**config.mk**
```make
export PLATFORM = sky130hd
export DESIGN_NAME = mem_arbiter
export DESIGN_NICKNAME = d
export VERILOG_FILES = /design/src/rtl/mem_arb_pkg.sv /design/src/rtl/mem_lane_fmt.sv /design/src/rtl/mem_arbiter.sv
export SDC_FILE = /design/constraint.sdc
export NUM_CORES = 1
export LEC_CHECK = 0
export ABC_AREA = 0
export CORE_MARGIN = 1
export CORE_UTILIZATION = 38
export DETAILED_ROUTE_END_ITERATION = 6
export GPL_ROUTABILITY_DRIVEN = 0
export PLACE_DENSITY = 0.87
export REMOVE_ABC_BUFFERS = 1
export SYNTH_ARGS = -nofsm -noshare
export SYNTH_HDL_FRONTEND = slang
export SYNTH_SLANG_ARGS = --single-unit
```
**constraint.sdc**
```tcl
create_clock -name clock -period 4.2 [get_ports clock]
set_input_delay 0.63 -clock clock [delete_from_list [all_inputs] [get_ports clock]]
set_output_delay 0.63 -clock clock [all_outputs]
set_load 0.01 [all_outputs]
```
**src/rtl/mem_arb_pkg.sv**
```systemverilog
// Shared encodings for the instruction/data memory arbiter: FSM states and
// d_size access widths.
package mem_arb_pkg;

  typedef enum logic [2:0] {
    StIdle,
    StIfRd,
    StDRd,
    StDMergeWr,
    StDWr
  } arb_state_e;

  localparam logic [1:0] SIZE_BYTE = 2'b00;
  localparam logic [1:0] SIZE_HALF = 2'b01;
  localparam logic [1:0] SIZE_WORD = 2'b10;

  // Byte and half stores need a read-modify-write; 2'b11 behaves as a word.
  function automatic logic is_sub_word(input logic [1:0] size);
    return (size == SIZE_BYTE) || (size == SIZE_HALF);
  endfunction

endpackage

```
**src/rtl/mem_lane_fmt.sv**
```systemverilog
// Combinational lane formatter: extends load data from the low byte/half and
// merges sub-word store data into the word read from memory.
module mem_lane_fmt
  import mem_arb_pkg::*;
#(
  parameter int unsigned DATAWIDTH = 32
) (
  input  logic [1:0]           i_size,
  input  logic                 i_unsigned,
  input  logic [DATAWIDTH-1:0] i_rdata,
  input  logic [DATAWIDTH-1:0] i_wdata,
  output logic [DATAWIDTH-1:0] o_load,
  output logic [DATAWIDTH-1:0] o_merge
);

  logic w_sign8;
  logic w_sign16;

  assign w_sign8  = ~i_unsigned & i_rdata[7];
  assign w_sign16 = ~i_unsigned & i_rdata[15];

  always_comb begin
    o_load  = i_rdata;
    o_merge = i_wdata;
    case (i_size)
      SIZE_BYTE: begin
        o_load  = {{(DATAWIDTH-8){w_sign8}}, i_rdata[7:0]};
        o_merge = {i_rdata[DATAWIDTH-1:8], i_wdata[7:0]};
      end
      SIZE_HALF: begin
        o_load  = {{(DATAWIDTH-16){w_sign16}}, i_rdata[15:0]};
        o_merge = {i_rdata[DATAWIDTH-1:16], i_wdata[15:0]};
      end
      default: ;
    endcase
  end

endmodule

```
**src/rtl/mem_arbiter.sv**
```systemverilog
// Arbitrates one shared single-port memory between an instruction-fetch port
// and a data load/store port, with read-modify-write for sub-word stores.
module mem_arbiter
  import mem_arb_pkg::*;
#(
  parameter int unsigned ADDRWIDTH = 32,
  parameter int unsigned DATAWIDTH = 32
) (
  input  logic                 clock,
  input  logic                 reset,
  input  logic                 if_req,
  input  logic [ADDRWIDTH-1:0] if_addr,
  output logic                 if_ack,
  output logic [DATAWIDTH-1:0] if_rdata,
  input  logic                 d_req,
  input  logic                 d_we,
  input  logic [1:0]           d_size,
  input  logic                 d_unsigned,
  input  logic [ADDRWIDTH-1:0] d_addr,
  input  logic [DATAWIDTH-1:0] d_wdata,
  output logic                 d_ack,
  output logic [DATAWIDTH-1:0] d_rdata,
  output logic [ADDRWIDTH-1:0] mem_address,
  output logic                 mem_read_write,
  output logic [DATAWIDTH-1:0] mem_wdata,
  input  logic [DATAWIDTH-1:0] mem_rdata
);

  arb_state_e           r_state;
  logic                 r_if_ack;
  logic                 r_d_ack;
  logic [DATAWIDTH-1:0] r_if_rdata;
  logic [DATAWIDTH-1:0] r_d_rdata;
  logic [ADDRWIDTH-1:0] r_mem_address;
  logic                 r_mem_rw;
  logic [DATAWIDTH-1:0] r_mem_wdata;
  // Winner of the most recent contended IDLE cycle (1 = data); the other side
  // takes the next tie. Reset to fetch so data wins the first tie.
  logic                 r_tie_d;

  logic                 w_if_elig;
  logic                 w_d_elig;
  logic                 w_grant_d;
  logic                 w_d_sub;
  logic [DATAWIDTH-1:0] w_load;
  logic [DATAWIDTH-1:0] w_merge;

  // A port whose ack is showing still has req high; it must not be re-served.
  assign w_if_elig = if_req & ~r_if_ack;
  assign w_d_elig  = d_req & ~r_d_ack;
  assign w_grant_d = w_d_elig & (~w_if_elig | ~r_tie_d);
  assign w_d_sub   = is_sub_word(d_size);

  mem_lane_fmt #(
    .DATAWIDTH(DATAWIDTH)
  ) u_lane_fmt (
    .i_size    (d_size),
    .i_unsigned(d_unsigned),
    .i_rdata   (mem_rdata),
    .i_wdata   (d_wdata),
    .o_load    (w_load),
    .o_merge   (w_merge)
  );

  always_ff @(posedge clock or posedge reset) begin
    if (reset) begin
      r_state       <= StIdle;
      r_if_ack      <= 1'b0;
      r_d_ack       <= 1'b0;
      r_if_rdata    <= '0;
      r_d_rdata     <= '0;
      r_mem_address <= '0;
      r_mem_rw      <= 1'b0;
      r_mem_wdata   <= '0;
      r_tie_d       <= 1'b0;
    end else begin
      r_if_ack <= 1'b0;
      r_d_ack  <= 1'b0;
      unique case (r_state)
        StIdle: begin
          if (w_if_elig && w_d_elig) r_tie_d <= w_grant_d;
          if (w_grant_d) begin
            r_mem_address <= d_addr;
            if (d_we && !w_d_sub) begin
              r_state     <= StDWr;
              r_mem_rw    <= 1'b1;
              r_mem_wdata <= d_wdata;
            end else begin
              r_state <= StDRd;
            end
          end else if (w_if_elig) begin
            r_mem_address <= if_addr;
            r_state       <= StIfRd;
          end
        end
        StIfRd: begin
          r_if_rdata    <= mem_rdata;
          r_if_ack      <= 1'b1;
          r_mem_address <= '0;
          r_state       <= StIdle;
        end
        StDRd: begin
          if (d_we) begin
            r_mem_wdata <= w_merge;
            r_mem_rw    <= 1'b1;
            r_state     <= StDMergeWr;
          end else begin
            r_d_rdata     <= w_load;
            r_d_ack       <= 1'b1;
            r_mem_address <= '0;
            r_state       <= StIdle;
          end
        end
        StDMergeWr, StDWr: begin
          r_mem_rw      <= 1'b0;
          r_d_ack       <= 1'b1;
          r_mem_address <= '0;
          r_state       <= StIdle;
        end
        default: r_state <= StIdle;
      endcase
    end
  end

  assign if_ack         = r_if_ack;
  assign if_rdata       = r_if_rdata;
  assign d_ack          = r_d_ack;
  assign d_rdata        = r_d_rdata;
  assign mem_address    = r_mem_address;
  assign mem_read_write = r_mem_rw;
  assign mem_wdata      = r_mem_wdata;

endmodule

```
* Word-level counts from Yosys, hierarchy flattened
Cells that the tools add are included.
Storage, ports and cells: bits in registers 135, output and inout port bits 131
Cells by class: equality and inequality tests 10, multiplexer cells 22, bitwise logic cells 12, reduce and logical (&&, ||, !) cells 16
Operator list (number):
- 2-to-1 mux 32 bit | 6
- case mux 32 bit (2 select lines) | 3
- case mux 32 bit (3 select lines) | 1
- 2-to-1 mux 3 bit | 3
- inequality test 2 bit, second input constant | 4
- AND reduction 4 bit | 2
- equality test 3 x 2 -> 1 bit, second input constant | 2
- inverter 1 bit | 6
- case mux 3 bit (2 select lines) | 1
- nonzero test 3 bit | 2
- bitwise AND 1 bit | 5
- 2-to-1 mux 1 bit | 5
- AND reduction 2 bit | 2
- equality test 3 x 1 -> 1 bit, second input constant | 1
- equality test 3 bit, second input constant | 1
- logical NOT 3 bit | 1
- inequality test 3 bit, second input constant | 1
- case mux 1 bit (3 select lines) | 1
- AND reduction 3 bit | 1
- OR reduction 3 bit | 1
- equality test 2 x 1 -> 1 bit, second input constant | 1
- logical AND 1 bit | 2
- logical NOT 2 bit | 1
- 2-to-1 mux 2 bit | 1
- 6 further kinds | 6

* Longest topological paths before layout
word-level depth 7, mapped depth 6, depth with buffers taken out 4

* Hierarchy
Synthesis repeated with hierarchy kept, for this count alone.
Unflattened totals: cells, all modules 523, area, all modules 6640.1 µm²
Modules (own cells, without submodules):
- mem_arbiter | instances 1, cells each 430, area each 5914.4 µm²
- mem_lane_fmt | instances 1, cells each 93, area each 725.7 µm²

* Worst setup path before layout
OpenSTA, ideal clock, no wires.
path kind input to register, from in d_size[1], to reg r_mem_wdata[13], in the netlist mem_wdata[13], library setup time 0.127 ns, data arrival time 1.930 ns, data required time 4.073 ns, path slack 2.142 ns, stages 5, path buffers 1, path through nor4b_4 nor2b_1 buf_4 mux2_1 mux2_1
On the way: cells in the longest elaborated chain, start to end 6, elaborated cells between the ends (all ways) 10, classes of those cells eq/ne (2); mux (3); reduce/logical (5)
Ends and longest elaborated chain:
- start, declared | RTL line mem_arbiter.sv:17 | input logic [1:0] d_size,
- equality test 2 x 1 -> 1 bit / logical NOT 2 bit (equally long branches) | RTL line mem_arb_pkg.sv:19, mem_lane_fmt.sv:25
- logical OR 1 bit | RTL line mem_arb_pkg.sv:19 | return (size == SIZE_BYTE) || (size == SIZE_HALF);
- logical NOT 1 bit | RTL line mem_arbiter.sv:84 | if (d_we && !w_d_sub) begin
- logical AND 1 bit | RTL line mem_arbiter.sv:84
- inequality test 2 bit (no source line)
- AND reduction 4 bit (no source line)
- end signal, assigned | RTL line mem_arbiter.sv:87 | r_mem_wdata <= d_wdata;
- end signal, assigned | RTL line mem_arbiter.sv:104 | r_mem_wdata <= w_merge;
- end, declared | RTL line mem_arbiter.sv:36 | logic [DATAWIDTH-1:0] r_mem_wdata;
Parallel ways exist; a longest one is shown, timed or not. The select of a mux whose other input is x is not followed. A chain may end at the register's enable or synchronous reset.

* Final worst setup path
from in d_size[1], to reg r_mem_wdata[10], in the netlist mem_wdata[10]
The elaborated chain is that of the path after synthesis.

==> results.txt <==
----------------------------------------------------
[Floorplanning]
  Area of the core region ... 14800 um2
  Starting Density ... 0.395
  Vertical die dimension ... 126 um
  Die width ... 126 um
  DIE AREA ... 15800 um2
  Number of top-level pins ... 267
  Row Count ... 44

[Drt]
  Final wirelength ... 17100 um
  Number of DRC markers in iteration 0 ... 176
  Post-detailed-route count of antenna-violating nets ... 0
  Routed length per placed instance ... 19.2 um
  Via count ... 4608
  Final routed DRC violation total ... 0
  DR pass1 iterations ... 4
  Via/cell ratio ... 5.17

[Final layout]
  Net total in the final layout ... 835
  Most common cell after layout, fill and taps aside ... sky130_fd_sc_hd__clkdlybuf4s50_1
  Commonest non-fill, non-tap cells in the layout ... sky130_fd_sc_hd__clkdlybuf4s50_1, sky130_fd_sc_hd__dfrtp_1, sky130_fd_sc_hd__mux2_2, sky130_fd_sc_hd__mux2i_1, sky130_fd_sc_hd__o2bb2ai_1
  Fill cell total of the finished layout ... 1133
  Layout cells sized above 1 ... 0.169
  Count of antenna diodes in the layout ... 0
  Summed area of non-filler cells in the final layout ... 9190 um2
  Area added between synthesis and finish ... 57.8%

[Global route]
  Remaining global-route overflow ... 0
  Number of global-route vias before repair ... 5201
  Total routing resource utilization after global routing ... 0.225
  First-pass GRT wire length ... 27400 um
  Maximum number of pins on one net before global-route repair ... 75
  Number of antenna violations at the first check in global routing ... 0

[Setup path]
  Largest delay contributor family on the critical path ... simple AND/OR/NAND/NOR gates
  Crit path DAT ... 2.82 ns
  Largest driver fanout on the critical path ... 8
  Critical path required time ... 4.49 ns
  Worst-path cell chain ... clkdlybuf4s50_1 -> nor4b_4 -> nor2b_1 -> mux2_1 -> mux2_1
  Endpoint type of the worst setup path ... flip-flop
  Standard cell with the maximum stage delay on the critical path ... sky130_fd_sc_hd__nor2b_1
  Peak per-stage delay on the critical path ... 0.65 ns
  Type of origin of the critical path ... input pin
  Worst Setup Path Type ... in2reg
  Count of buffer and inverter cells on the critical path ... 1
  Dominant cell type by count on the critical path ... sky130_fd_sc_hd__mux2_1

[STA]
  Worst-case clock skew ... 0.00775 ns
  Final Critical Period ... 2.54 ns
  Slew Limit Fails ... 0
  Max Clk Rate ... 394 MHz
  Worst slew margin relative to its limit ... 0.151
  Final Hold Fails ... 0
  Final number of setup-violating endpoints ... 0
  Crit share post-route ... 0.604
  RSZ-0062 raised after global routing ... false
  Worst-Margin Slew ... 1.27 ns
  Worst hold slack ... 0.483 ns

[Logic synthesis]
  Share of the synthesized area in compound gates (AO/OA/AOI/OAI) ... 0.0900
  Mux cell area share after synthesis ... 0.242
  Total of warnings raised by yosys ... 0
  Dominant combinational cell family by area after synthesis ... multiplexers
  Part of the Yosys area used for sequential elements ... 0.580
  Average cell area after synthesis ... 13.3 um2
  Post-synthesis instance area ... 5820 um2
  Number of distinct standard cells referenced by the synthesized netlist ... 32
  XOR/XNOR Fraction of Synth Area ... 0.00150
  Async S/R FF share, synth ... 1.00
  Main synth FF type ... sky130_fd_sc_hd__dfrtp_1
  Share of synthesized cell area in and, or, nand and nor gates ... 0.0546
  Adder and majority gate portion of the synthesized area ... 0
  Count of mapped cells out of synthesis ... 437
  Seq cells post-synth ... 135
  Post-synth EDFFs ... 0

[CTS]
  Deepest level of the CTS H-tree ... 4
  Hold buffer count at CTS ... 0
  Clock tree from TritonCTS ... done
  Clock root buffer master ... sky130_fd_sc_hd__clkbuf_16
  Setup bufs post-CTS ... 0
  Clock network latency to the later pin of the worst-skew pair ... 0.41 ns
  Number of clock buffers inserted by TritonCTS ... 17
  Clock input transition at the sequential cells of the worst setup and hold paths ... 0.05 ns
  Clock sinks ... 135
  Resized cells post-CTS ... 0
  Clk buf depth ... 2

[Min path]
  Path type of the worst min-delay path ... reg2reg

[Placed design]
  Final HPWL DP ... 12300 um
  Placed cell area ... 8630 um2
  Port Buffer Count ... 266

[Job]
  Max-cap viol count ... 0

[Run status]
  Outcome ... finished, final reports clean

[Power and ir drop]
  Static leakage ... 3.82 nW
  Total power ... 6.85 mW
  Peak supply drop ... 0.374 mV
  Power density normalized to cell area ... 745 nW/um2

----------------------------------------------------
synthesized netlist by cell type (all sizes together) (2+ instances only):
cell type	instances	area share
a21oi	18	0.015
a31oi	8	0.0086
buf	17	0.021
clkbuf	14	0.0090
dfrtp	135	0.58
inv	2	0.0013
mux2	96	0.19
mux2i	33	0.057
nand2	20	0.013
nand2b	2	0.0021
nor2	26	0.017
nor2b	6	0.0064
nor3	5	0.0060
nor3b	2	0.0026
o21ai	11	0.010
o2bb2ai	32	0.048
logic make-up after synthesis:
logic type	count (synthesis)
DFF	135
muxes	129
AOI/OAI and AO/OA	74
and+or+nand+nor	65
buffers and inverters	33
xor gates and xnor gates	1
power breakdown:
part	switching (mW)	leakage (nW)	internal (mW)
logic	1.33	1.94	1.81
clock network	0.515	0.267	0.879
registers	0.377	1.62	1.94
total	2.22	3.82	4.63
metrics by stage:
| stage | TNS, ns | worst slack, ns | utilization | cells |
|---|---|---|---|---|
| 2_1_floorplan | -5.55 | -0.0411 | - | 406 |
| 3_3_place_gp | 0 | 1.39 | 0.585 | 864 |
| 3_5_place_dp | 0 | 1.23 | 0.585 | 864 |
| 4_1_cts | 0 | 1.66 | 0.622 | 892 |
| 5_1_grt | 0 | 1.55 | 0.623 | 892 |
| 6_report | 0 | 1.66 | 0.623 | 892 |
cell type report:
class	instances	area (um2)	share of cell area
Inverter	2	12.5	0.00136
Multi-Input combinational cell	269	2290	0.250
Clock inverter	3	42.5	0.00463
Timing Repair Buffer	274	2720	0.296
Sequential cell	135	3380	0.368
Tap cell	184	230	0.0251
Clock buffer	25	505	0.0550
layer usage:
| layer | vias to the layer above | wire length [um] | GRT usage |
|---|---|---|---|
| li1 | 2087 | - | - |
| met1 | 2303 | 6690 | 0.257 |
| met2 | 183 | 8850 | 0.392 |
| met3 | 35 | 1190 | 0.0688 |
| met4 | 0 | 385 | 0.0907 |
| met5 | - | 0 | 0 |
state kept, by name, summed over array words and instances (netlist names):
| register | cells |
|---|---|
| d_rdata | 32 |
| if_rdata | 32 |
| mem_address | 32 |
| mem_wdata | 32 |
| r_state | 3 |
| d_ack | 1 |
| if_ack | 1 |
| mem_read_write | 1 |
| r_tie_d | 1 |
path summary, 6_finish.rpt:
check                           startpoint               to  slack [ns]  depth (start not counted)
hold / removal             mem_address[19]  mem_address[19]        0.48                          1
setup reg to reg                r_state[0]      if_rdata[6]        1.77                          4
hold reg to reg            mem_address[19]  mem_address[19]        0.48                          1
min in group asynchronous            reset  mem_address[19]        0.71                          2
setup / recovery                 d_size[1]    mem_wdata[10]        1.66                          5
max in group asynchronous            reset     if_rdata[17]        2.58                          3
No activity file was read; power rests on OpenSTA's default activity.
